### src/rtl/wb_port_sequencer.sv
// Write-back sequencer: decodes each accepted instruction into 0..2 register writes and issues them one per cycle.
// Outputs are registered (write appears the cycle after transfer); popq stalls upstream one cycle to drain its second write.
module wb_port_sequencer #(
  parameter int RSP_ID = 4,
  parameter int RNONE  = 15,
  parameter int CNT_W  = 32
) (
  input  logic             clk,
  input  logic             rst,
  input  logic             in_valid,
  output logic             in_ready,
  input  logic [3:0]       icode,
  input  logic             cnd,
  input  logic [3:0]       rA,
  input  logic [3:0]       rB,
  input  logic [63:0]      valE,
  input  logic [63:0]      valM,
  output logic             wr_en,
  output logic [3:0]       wr_addr,
  output logic [63:0]      wr_data,
  output logic             halted,
  output logic             instr_err,
  output logic [CNT_W-1:0] wr_count
);

  localparam logic [3:0] RSP  = 4'(RSP_ID);
  localparam logic [3:0] NONE = 4'(RNONE);
  localparam logic [CNT_W-1:0] CNT_ONE = {{(CNT_W-1){1'b0}}, 1'b1};

  typedef enum logic {IDLE, SECOND} state_t;

  state_t      state, state_n;
  logic [3:0]  pend_addr, pend_addr_n;
  logic [63:0] pend_data, pend_data_n;
  logic        wr_en_n;
  logic [3:0]  wr_addr_n;
  logic [63:0] wr_data_n;
  logic        halted_n, instr_err_n;

  logic        xfer;
  logic        w1_vld, w2_vld, set_halt, set_err;
  logic [3:0]  w1_addr;
  logic [63:0] w1_data;

  assign in_ready = (state == IDLE) && !halted && !instr_err;
  assign xfer     = in_valid && in_ready;

  always_comb begin
    w1_vld   = 1'b0;
    w1_addr  = rB;
    w1_data  = valE;
    w2_vld   = 1'b0;
    set_halt = 1'b0;
    set_err  = 1'b0;
    case (icode)
      4'h0: set_halt = 1'b1;
      4'h2: w1_vld = cnd;
      4'h3, 4'h6: w1_vld = 1'b1;
      4'h5: begin
        w1_vld  = 1'b1;
        w1_addr = rA;
        w1_data = valM;
      end
      4'h8, 4'h9, 4'hA: begin
        w1_vld  = 1'b1;
        w1_addr = RSP;
      end
      4'hB: begin
        w1_vld  = 1'b1;
        w1_addr = RSP;
        w2_vld  = (rA != NONE);
      end
      4'hC, 4'hD, 4'hE, 4'hF: set_err = 1'b1;
      default: ;
    endcase
  end

  always_comb begin
    state_n     = state;
    pend_addr_n = pend_addr;
    pend_data_n = pend_data;
    wr_en_n     = 1'b0;
    wr_addr_n   = wr_addr;
    wr_data_n   = wr_data;
    halted_n    = halted;
    instr_err_n = instr_err;
    if (state == SECOND) begin
      // The latched popq load result goes out after the %rsp update.
      wr_en_n   = 1'b1;
      wr_addr_n = pend_addr;
      wr_data_n = pend_data;
      state_n   = IDLE;
    end else if (xfer) begin
      if (w1_vld && (w1_addr != NONE)) begin
        wr_en_n   = 1'b1;
        wr_addr_n = w1_addr;
        wr_data_n = w1_data;
      end
      if (w2_vld) begin
        pend_addr_n = rA;
        pend_data_n = valM;
        state_n     = SECOND;
      end
      halted_n    = halted | set_halt;
      instr_err_n = instr_err | set_err;
    end
  end

  always_ff @(posedge clk or posedge rst) begin
    if (rst) begin
      state     <= IDLE;
      pend_addr <= 4'd0;
      pend_data <= 64'd0;
      wr_en     <= 1'b0;
      wr_addr   <= 4'd0;
      wr_data   <= 64'd0;
      halted    <= 1'b0;
      instr_err <= 1'b0;
      wr_count  <= '0;
    end else begin
      state     <= state_n;
      pend_addr <= pend_addr_n;
      pend_data <= pend_data_n;
      wr_en     <= wr_en_n;
      wr_addr   <= wr_addr_n;
      wr_data   <= wr_data_n;
      halted    <= halted_n;
      instr_err <= instr_err_n;
      if (wr_en) wr_count <= wr_count + CNT_ONE;
    end
  end

endmodule

### config.mk
export PLATFORM = sky130hd
export DESIGN_NAME = wb_port_sequencer
export DESIGN_NICKNAME = d
export VERILOG_FILES = /design/src/rtl/wb_port_sequencer.sv
export SDC_FILE = /design/constraint.sdc
export NUM_CORES = 1
export LEC_CHECK = 0
export ABC_AREA = 1
export CAP_MARGIN = 0
export CELL_PAD_IN_SITES_DETAIL_PLACEMENT = 0
export CELL_PAD_IN_SITES_GLOBAL_PLACEMENT = 1
export CORE_UTILIZATION = 31
export DETAILED_ROUTE_END_ITERATION = 7
export PLACE_DENSITY_LB_ADDON = 0.1
export SLEW_MARGIN = 20
export SYNTH_ARGS = -nofsm -noshare
export SYNTH_HDL_FRONTEND = slang
export SYNTH_SLANG_ARGS = --single-unit
### constraint.sdc
create_clock -name clk -period 5.6 [get_ports clk]
set_clock_uncertainty 0.15 [all_clocks]
set_input_delay 1.12 -clock clk [delete_from_list [all_inputs] [get_ports clk]]
set_output_delay 1.12 -clock clk [all_outputs]
set_load 0.01 [all_outputs]
==> results of run 1 <==
## flip-flops by register name (all words and copies together), names as in the netlist
register / cells
pend_addr: 4
state: 1
halted: 1
wr_count: 32
instr_err: 1
wr_addr: 4
wr_en: 1
pend_data: 64
wr_data: 64
## through the flow
stage / cells / utilization, %
after floorplan: 1106 / -
after global placement: 1634 / 42.1
after detailed placement: 1634 / 42.1
after CTS: 1666 / 44.3
after global routing: 1668 / 44.3
final: 1668 / 44.3
## worst max-delay path: cells and delay by family
kind                   cells  cell delay, ns
buffers and inverters      5            1.48
and+or+nand+nor           10            1.41
## worst paths after layout
kind	slack, ns	cells after the start	startpoint	to
min	0.33	2	pend_data[12]	pend_data[12]
min reg2reg	0.33	2	pend_data[12]	pend_data[12]
max	1.72	15	icode[2]	wr_addr[2]
max reg2reg	2.60	7	state	wr_data[5]
min in group asynchronous	1.09	2	rst	wr_data[58]
max in group asynchronous	3.14	3	rst	pend_data[16]
## placed cells by master (no fill, tap or decap), drive strengths merged, types with 2 or more instances in the layout
| cell | count |
|---|---|
| buf | 11 |
| nand4 | 9 |
| nand2 | 467 |
| clkdlybuf4s50 | 247 |
| nor2 | 90 |
| nor4 | 4 |
| xnor2 | 11 |
| clkinvlp | 4 |
| nand3b | 4 |
| xor2 | 16 |
| dfrtp | 172 |
| clkbuf | 20 |
| inv | 38 |
| nor3 | 5 |
| nand3 | 90 |
| clkinv | 4 |
| o21ai | 133 |
| diode | 2 |
## Yosys cell counts
master,n,area share (%)
nand2_1,463,21
dfrtp_1,172,51
o21ai_0,133,7.9
nand3_1,89,5.3
nor2_1,87,3.9
clkbuf_1,36,1.6
inv_1,28,1.2
buf_2,21,1.2
xor2_1,16,1.7
xnor2_1,11,1.1
nand4_1,9,0.67
inv_2,7,0.31
buf_6,5,0.67
nand2_2,4,0.30
nand3b_1,4,0.36
nor3_1,4,0.24
nor4_1,4,0.30
buf_4,2,0.18
nor2_4,2,0.27
a21oi_1,1,0.059
a31o_2,1,0.10
a41o_1,1,0.12
a41oi_1,1,0.10
buf_1,1,0.045
ha_1,1,0.15
nand3_2,1,0.12
nor2_2,1,0.074
nor3_2,1,0.12
## cell type report
| class | instances | share of cell area, % |
|---|---|---|
| inverter | 35 | 1.18 |
| antenna | 2 | 0.0428 |
| clock buffer | 20 | 3.91 |
| sequential | 172 | 36.8 |
| tap | 335 | 3.59 |
| timing repair buffer | 258 | 22.0 |
| multi-input combinational | 834 | 31.4 |
| clock inverter | 12 | 1.11 |
## power groups by stage
stage	registers, mW	clock network (mW)	logic [mW]
2_1_floorplan	1.96	0	0.431
3_3_place_gp	1.90	0	1.28
3_5_place_dp	1.89	0	1.29
4_1_cts	1.88	1.23	1.30
5_1_grt	1.92	1.28	1.41
6_report	1.88	1.19	1.28
## kinds of logic (layout without fill, tap and decap cells)
group,Yosys count,in the layout
flip-flops,172,172
AO/OA/AOI/OAI,137,137
other,0,2
XOR/XNOR,27,27
adder cells (fa/ha/maj),1,1
AND/OR/NAND/NOR,669,669
buffers and inverters,100,325
## layer usage
| metal | wire [µm] | up-vias | share of wire (%) |
|---|---|---|---|
| met1 | 13200 | 3762 | 49 |
| met4 | 405 | 2 | 1.5 |
| met2 | 12100 | 227 | 44 |
| met3 | 1510 | 22 | 5.5 |
| met5 | 12 | - | 0.044 |
| li1 | - | 3952 | - |
==> summary.txt, run 1 <==
Power and ir drop
  • Psw: 1.34 mW
  • Logic pwr share: 29.5%
  • Flop pwr share: 43.2%
  • Clock power frac: 27.4%
  • Power Density: 372 nW/µm²
  • Pint: 3.00 mW
  • Switching share of power: 30.9%
  • Final Power: 4.34 mW
  • Leakage power: 5.50 nW
  • Peak VDD IR: 0.215 mV

Placed design
  • Routability cong.: 0.817
  • DP Area: 11100 µm²
  • Port bufs: 247
  • DP HPWL: 17.4 mm
  • Pre-CTS worst setup slack: 1.23 ns

Synth
  • Post-synth net total: 1251
  • Post-synthesis mux area share: 0%
  • Synthesized area per cell: 7.61 µm²
  • Xor/xnor share of the synthesized area: 2.81%
  • Synth Register Bits: 172
  • Cell count after synthesis: 1106
  • Mapped Area: 8410 µm²
  • Compound-Gate Fraction of Synth Area: 8.30%
  • Synth Area in Adders: 0.149%
  • Seq/Total Area, Yosys: 51.2%
  • Largest family of logic cells by synthesized area: simple AND/OR/NAND/NOR gates
  • Synth cell types: 28
  • Synth Area in Simple Gates: 32.3%
  • Warnings, synthesis: 0

STA
  • Fin. Hold Viols: 0
  • FMAX: 0.257 GHz
  • Setup TNS: 0 ns
  • Rel. slew slack: 26.6%
  • Hold slack: 0.330 ns
  • RSZ-0062 raised after global routing: false
  • Setup violators final: 0
  • Slew @ Worst Pin: 1.10 ns
  • Final worst path period share: 69.4%
  • Fin crit period: 3.88 ns
  • Setup WS post-layout: 1.72 ns
  • Slew Limit Fails: 0

Global route
  • Met1 global-route usage: 28.1%
  • GR met2 Demand/Resource: 30.5%
  • Congestion Overflow GR: 0
  • GR peak layer: met2
  • M3 GR Usage: 4.80%
  • First-pass GRT wire length: 43.6 mm
  • Vias in the first global route: 7804
  • Antenna violations before repair: 4
  • Pin count of the biggest net entering global routing: 109
  • GRT Resource Usage Total: 20.1%

Clock tree
  • Clock transition at path regs: 0.06 ns
  • Setup Fix Bufs, Post-CTS: 0
  • Num CTS Buffers: 17
  • CTS Sinks: 172
  • Clk root buf: clkbuf_16
  • CTS tree: built
  • Hold-fix buffers, CTS: 0
  • Clock Path Buffers: 2
  • Post-CTS sizing: 0
  • Worst-Skew Late Latency: 0.43 ns
  • # H-tree levels: 4

Hold path
  • Worst min-delay path class: flip-flop to flip-flop

Critical path
  • Crit Path Max Fanout: 40
  • Critical-path cell list: clkdlybuf4s50_1, nand2_1, inv_2, nand2_2, inv_2, nand2_1, nand2_1, nand2_1, inv_2, nand2_1, nand2_2, nand2_2, buf_4, nand2_1, nand2_1
  • Critical Path AT: 4.04 ns
  • CP peak stage delay: 0.54 ns
  • Req. time, crit path: 5.76 ns
  • CP Class: primary input to flip-flop
  • Slowest CP cell: nand2_2
  • CP Launch Type: primary input
  • Crit path top cell by count: nand2_1
  • Crit path capture type: flip-flop

Finish
  • NumNets Final: 1463
  • Fraction of layout cells with a size suffix above 1: 4.73%
  • Register area: 4310 µm²
  • Synth-to-Final Area Change: 38.9%
  • Filler cell count: 2710
  • Final non-filler cell area: 11700 µm²
  • Area of the multi-input gates: 3660 µm²

Die
  • Height of the die: 167 µm
  • FP Rows: 59
  • Die area: 27800 µm²
  • Core ar.: 26400 µm²
  • Die width: 167 µm
  • I/O pin count: 248
  • Initial Util: 31.9%

Routing
  • Remaining DRCs: 0
  • Drt initial violations: 480
  • Drt pass-1 iters: 7
  • DR WL/cell: 16.3 µm
  • Drt total wl: 27.2 mm
  • Via count: 7965
  • Antenna Violating Nets Remaining: 0
  • Number of vias per cell: 4.78

Status
  • Status: finished, final reports clean

Run
  • Reported max-cap violation count: 0
(Power assumes the default switching activity.)
==> run 2, diff against run 1 <==
- CORE_UTILIZATION: 31 -> 34
- clock period: 5.6 -> 3.91 ns (I/O delays scaled with it)
==> run 2 against run 1 <==
- die area is 8.7% lower
- power up 48%
- non-clock buffer count grew 3
- largest cell class unchanged
- utilization increased by 4.2 points
- sequential share of layout area fell by 0.36 points
- sequential cell count unchanged
- combinational power grew 42%
- sequential power grew 43%
==> summary.txt, run 2 (synthesized netlist as in run 1, its figures left out) <==
Critical path
  • Crit path capture type: output pin
  • CP Launch Type: flip-flop
  • Worst r2r src: state
  • Worst Setup SP: state
  • CP Class: flip-flop to output pin
  • Reg2Reg Setup Slack: 1.58 ns (-1.02 ns)
  • Critical Path AT: 1.97 ns (-2.07 ns)
  • Crit path capture: in_ready
  • Reg2reg end: wr_data[13]
  • Req. time, crit path: 2.98 ns (-2.78 ns)
  • Crit Path Max Fanout: 25 (-38%)
  • R2R cell count: 8 (+1)

STA
  • Rel. slew slack: 43.7% (+17 points)
  • Final worst path period share: 74.2%
  • FMAX: 0.345 GHz
  • RSZ-0062 raised after global routing: false
  • Hold slack: 0.331 ns (+0.00119 ns)
  • Fin crit period: 2.90 ns
  • Setup violators final: 0 (unchanged)
  • Fin. Hold Viols: 0 (unchanged)
  • Setup TNS: 0 ns (unchanged)
  • Slew @ Worst Pin: 0.844 ns (-0.257 ns)
  • Slew Limit Fails: 0 (unchanged)

Power and ir drop
  • Flop pwr share: 41.7% (-1.5 points)
  • Peak VDD IR: 0.304 mV (+41%)
  • Power Density: 545 nW/µm² (+47%)
  • Switching share of power: 29.3% (-1.6 points)
  • Psw: 1.89 mW (+41%)
  • Clock power frac: 30.0% (+2.6 points)
  • Pint: 4.55 mW (+52%)
  • Logic pwr share: 28.3% (-1.2 points)
  • Leakage power: 5.57 nW (+1.2%)

Clock tree
  • Clk root buf: clkbuf_16
  • Worst-Skew Late Latency: 0.42 ns (about the same)
  • Setup Fix Bufs, Post-CTS: 0 (unchanged)
  • Clock transition at path regs: 0.07 ns (about the same)
  • CTS Sinks: 172 (unchanged)
  • Hold-fix buffers, CTS: 0 (unchanged)
  • CTS tree: built
  • Post-CTS sizing: 0 (unchanged)
  • Num CTS Buffers: 17 (unchanged)
  • # H-tree levels: 4 (unchanged)
  • Clock Path Buffers: 2 (unchanged)

Die
  • FP Rows: 57 (-3.4%)
  • Height of the die: 159 µm (-4.5%)
  • Initial Util: 34.6% (+2.7 points)
  • Die width: 159 µm (-4.5%)
  • Die area: 25400 µm² (-8.7%)
  • I/O pin count: 248 (unchanged)
  • Core ar.: 24300 µm² (-7.7%)

Routing
  • DR WL/cell: 15.8 µm (-3.1%)
  • Drt total wl: 26.2 mm (-3.7%)
  • Drt initial violations: 401 (-16%)
  • Via count: 7956 (-0.11%)
  • Antenna Violating Nets Remaining: 0 (unchanged)
  • Drt pass-1 iters: 5 (-2)
  • Number of vias per cell: 4.80 (+0.55%)
  • Remaining DRCs: 0 (unchanged)

Placed design
  • Routability cong.: 0.753 (-7.9%)
  • DP HPWL: 16.3 mm (-5.9%)
  • Port bufs: 247 (unchanged)
  • DP Area: 11100 µm² (+0.42%)

Hold path
  • HP Start: pend_data[40]
  • Worst min-delay path class: flip-flop to flip-flop
  • Worst hold stages: 2 (unchanged)

Global route
  • Vias in the first global route: 7740 (-0.82%)
  • GR met2 Demand/Resource: 34.4% (+3.9 points)
  • M3 GR Usage: 4.61% (-0.19 points)
  • Congestion Overflow GR: 0 (unchanged)
  • Pin count of the biggest net entering global routing: 96 (-12%)
  • GR peak layer: met2
  • GRT Resource Usage Total: 21.3% (+1.3 points)
  • Antenna violations before repair: 0 (-4)
  • First-pass GRT wire length: 42.5 mm (-2.4%)
  • Met1 global-route usage: 28.9% (+0.77 points)

Run
  • Reported max-cap violation count: 0 (unchanged)

Finish
  • Fraction of layout cells with a size suffix above 1: 4.95% (+0.22 points)
  • Antenna cell count: 0 (-2)
  • Filler cell count: 2402 (-11%)
  • Final non-filler cell area: 11800 µm² (+1.0%)
  • Commonest non-fill, non-tap cell in the layout: nand2_1
  • Most frequent cells in the layout: nand2_1, clkdlybuf4s50_1, dfrtp_1, o21ai_0, nand3_1
  • NumNets Final: 1466 (+0.21%)
  • Synth-to-Final Area Change: 40.3%
  • Top Registers: pend_data (64), wr_data (64), wr_count (32)

Status
  • Status: finished, final reports clean
## run 2: cell types whose count changed in the layout (fill, tap and decap cells not counted)
cell	previous run	this run
clkbuf_1	1	0
diode_2	2	0
buf_12	1	4
clkinv_2	0	1
inv_8	3	2
clkinv_4	4	0
bufinv_16	1	5
## run 2: worst min path at each step
| stage | endpoint |
|---|---|
| 2_1_floorplan | pend_data[0] |
| 3_3_place_gp | pend_data[10] |
| 3_5_place_dp | pend_data[11] |
| 4_1_cts | pend_data[23] |
| 5_1_grt | pend_data[9] |
| 6_report | pend_data[40] |
## run 2: critical path, cell delays in order (launching register included)
cell	delay (ns)
dfrtp_2	0.62
nor3_2	0.30
clkdlybuf4s50_1	0.62
## run 2: per-layer routing
layer / wire, µm / part of all wire [%]
met1: 12100 / 46
met2: 12200 / 47
met3: 1540 / 5.9
met4: 374 / 1.4
met5: 0 / 0
## run 2: power groups by stage
stage	Sequential [mW]	Clock [mW]	Combinational, mW
3_5_place_dp	2.71	0	1.84
6_report	2.68	1.93	1.82
2_1_floorplan	2.81	0	0.617
4_1_cts	2.69	1.98	1.85
5_1_grt	2.75	2.05	2.01
3_3_place_gp	2.72	0	1.82
## run 2: cell type report
| class | instances | area, µm² | area share, % |
|---|---|---|---|
| clock inverter | 12 | 209 | 1.77 |
| timing repair buffer | 261 | 2630 | 22.3 |
| inverter | 35 | 138 | 1.17 |
| sequential | 172 | 4310 | 36.5 |
| multi-input combinational | 834 | 3660 | 31.1 |
| tap | 324 | 405 | 3.43 |
| clock buffer | 19 | 453 | 3.84 |
## run 2: through the flow
step	total power, mW	std cells	utilization, %	setup slack (ns)
4_1_cts	6.52	1657	48.5	0.962
5_1_grt	6.81	1657	48.5	0.890
3_5_place_dp	4.55	1626	45.8	0.865
6_report	6.43	1657	48.5	1.01
3_3_place_gp	4.54	1626	45.8	0.875
2_1_floorplan	3.43	1106	-	0.781
==> run 3, diff against run 2 <==
- CORE_UTILIZATION: 34 -> 31
- clock period: 3.91 -> 2.6 ns (I/O delays scaled with it)
==> run 3 against run 2 <==
- hold slack worse by 0.12 ns
- design area up 1.4%
- critical endpoint unchanged
- die area up 9.6%
- largest cell class unchanged
- non-clock buffer count up 17
- power up 46%
- sequential share of layout area down 0.50 points
==> summary.txt, run 3 (synthesized netlist as in run 1, its figures left out) <==
Status
  • Status: finished, final reports clean

Power and ir drop
  • Switching share of power: 31.1% (+1.8 points)
  • Leakage power: 5.64 nW (+1.4%)
  • Clock power frac: 26.9% (-3.1 points)
  • Pint: 6.45 mW (+42%)
  • Logic pwr share: 30.0% (+1.7 points)
  • Psw: 2.91 mW (+54%)
  • Power Density: 782 nW/µm² (+43%)
  • Flop pwr share: 43.1% (+1.4 points)
  • Peak VDD IR: 0.332 mV (+9.2%)
  • Final Power: 9.36 mW (+46%)

Clock tree
  • Clock Path Buffers: 2 (unchanged)
  • Hold-fix buffers, CTS: 0 (unchanged)
  • Clock transition at path regs: 0.07 ns (about the same)
  • Num CTS Buffers: 17 (unchanged)
  • CTS tree: built
  • CTS Sinks: 172 (unchanged)
  • # H-tree levels: 4 (unchanged)
  • Post-CTS sizing: 0 (unchanged)
  • Clk root buf: clkbuf_16
  • Worst-Skew Late Latency: 0.42 ns (about the same)
  • Setup Fix Bufs, Post-CTS: 0 (unchanged)

Routing
  • Antenna Violating Nets Remaining: 0 (unchanged)
  • Drt total wl: 27.1 mm (+3.2%)
  • Remaining DRCs: 0 (unchanged)
  • Drt pass-1 iters: 4 (-1)
  • Number of vias per cell: 4.70 (-2.2%)
  • Drt initial violations: 525 (+31%)
  • Via count: 7911 (-0.57%)
  • DR WL/cell: 16.1 µm (+1.6%)

Critical path
  • Req. time, crit path: 1.93 ns (-1.05 ns)
  • Crit path capture type: output pin
  • Critical Path AT: 1.71 ns (-0.26 ns)
  • Worst Setup SP: state
  • R2R cell count: 8 (unchanged)
  • Reg2Reg Setup Slack: 0.48 ns (-1.10 ns)
  • CP Class: flip-flop to output pin
  • Reg2reg end: wr_count[26]
  • Worst r2r src: wr_count[0]
  • Crit path capture: in_ready
  • Crit Path Max Fanout: 4 (-84%)
  • CP Launch Type: flip-flop

Global route
  • Pin count of the biggest net entering global routing: 57 (-41%)
  • Congestion Overflow GR: 0 (unchanged)
  • First-pass GRT wire length: 44.2 mm (+4.0%)
  • GR peak layer: met2
  • Vias in the first global route: 7931 (+2.5%)
  • Met1 global-route usage: 28.3% (-0.53 points)
  • GR met2 Demand/Resource: 31.3% (-3.2 points)
  • GRT Resource Usage Total: 20.2% (-1.1 points)
  • Antenna violations before repair: 0 (unchanged)
  • M3 GR Usage: 4.99% (+0.38 points)

STA
  • Setup TNS: 0 ns (unchanged)
  • Rel. slew slack: 60.2% (+16 points)
  • Fin. Hold Viols: 0 (unchanged)
  • RSZ-0062 raised after global routing: false
  • Final worst path period share: 91.7%
  • FMAX: 0.420 GHz
  • Setup violators final: 0 (unchanged)
  • Slew @ Worst Pin: 0.592 ns (-0.252 ns)
  • Fin crit period: 2.38 ns
  • Slew Limit Fails: 0 (unchanged)
  • Setup WS post-layout: 0.217 ns (-0.791 ns)

Die
  • Die area: 27800 µm² (+9.6%)
  • Initial Util: 31.9% (-2.7 points)
  • Die width: 167 µm (+4.7%)
  • FP Rows: 59 (+3.5%)
  • I/O pin count: 248 (unchanged)
  • Height of the die: 167 µm (+4.7%)
  • Core ar.: 26400 µm² (+8.4%)

Placed design
  • Port bufs: 247 (unchanged)
  • DP HPWL: 17.9 mm (+9.7%)
  • Routability cong.: 0.782 (+3.8%)
  • Pre-CTS worst setup slack: -0.0151 ns (-0.880 ns)
  • Post-Place Cells: 1654 (+1.7%)
  • DP Area: 11400 µm² (+2.4%)

Finish
  • Non-Filler Instances: 1684 (+1.6%)
  • Commonest non-fill, non-tap cell in the layout: nand2_1
  • NumNets Final: 1483 (+1.2%)
  • Fraction of layout cells with a size suffix above 1: 6.00% (+1.1 points)
  • Synth-to-Final Area Change: 42.3%
  • Most frequent cells in the layout: nand2_1, clkdlybuf4s50_1, dfrtp_1, o21ai_0, nand3_1
  • Final non-filler cell area: 12000 µm² (+1.4%)
  • Antenna cell count: 0 (unchanged)
  • Top Registers: pend_data (64), wr_data (64), wr_count (32)

Hold path
  • Worst min-delay path class: primary input to asynchronous set/reset pin

Run
  • Reported max-cap violation count: 0 (unchanged)
==> run 3: area by class of cell <==
cell class	instances	area (µm²)
inverters	35	138
clock buffers	18	429
well taps	335	419
fillers	2674	14400
repair buffers	278	2880
clock inverters	12	131
flip-flops and latches	172	4310
multi-input cells	834	3660
==> run 3: per-stage QoR <==
step | utilization, % | hold WS [ns]
3_3_place_gp | 43.3 | 0.312
2_1_floorplan | - | 0.299
4_1_cts | 45.4 | 0.190
3_5_place_dp | 43.3 | 0.315
6_report | 45.4 | 0.211
5_1_grt | 45.4 | 0.205
==> run 3: power by group through the flow <==
stage,Sequential [mW],Combinational [mW],Clock (mW)
3_5_place_dp,4.07,2.84,0
4_1_cts,4.04,2.85,2.60
2_1_floorplan,4.23,0.928,0
6_report,4.03,2.81,2.52
5_1_grt,4.14,3.11,2.71
3_3_place_gp,4.07,2.81,0
==> run 3: critical path, stage by stage (launching register included) <==
cell	delay [ns]
dfrtp_2	0.45
nor3_2	0.22
clkdlybuf4s50_1	0.62
==> run 3: worst min path at each step <==
| stage | end | depth (start not counted) |
|---|---|---|
| final | wr_data[57] | 2 |
| after detailed placement | pend_data[2] | 2 |
| after floorplan | pend_data[0] | 2 |
| after global placement | pend_data[15] | 2 |
| after global routing | wr_data[57] | 2 |
| after CTS | wr_data[57] | 2 |
==> run 3: metal layers <==
layer	up-vias	routed length, µm
met5	-	0
met4	0	278
met3	15	1620
met2	218	12300
met1	3691	12800
li1	3987	-
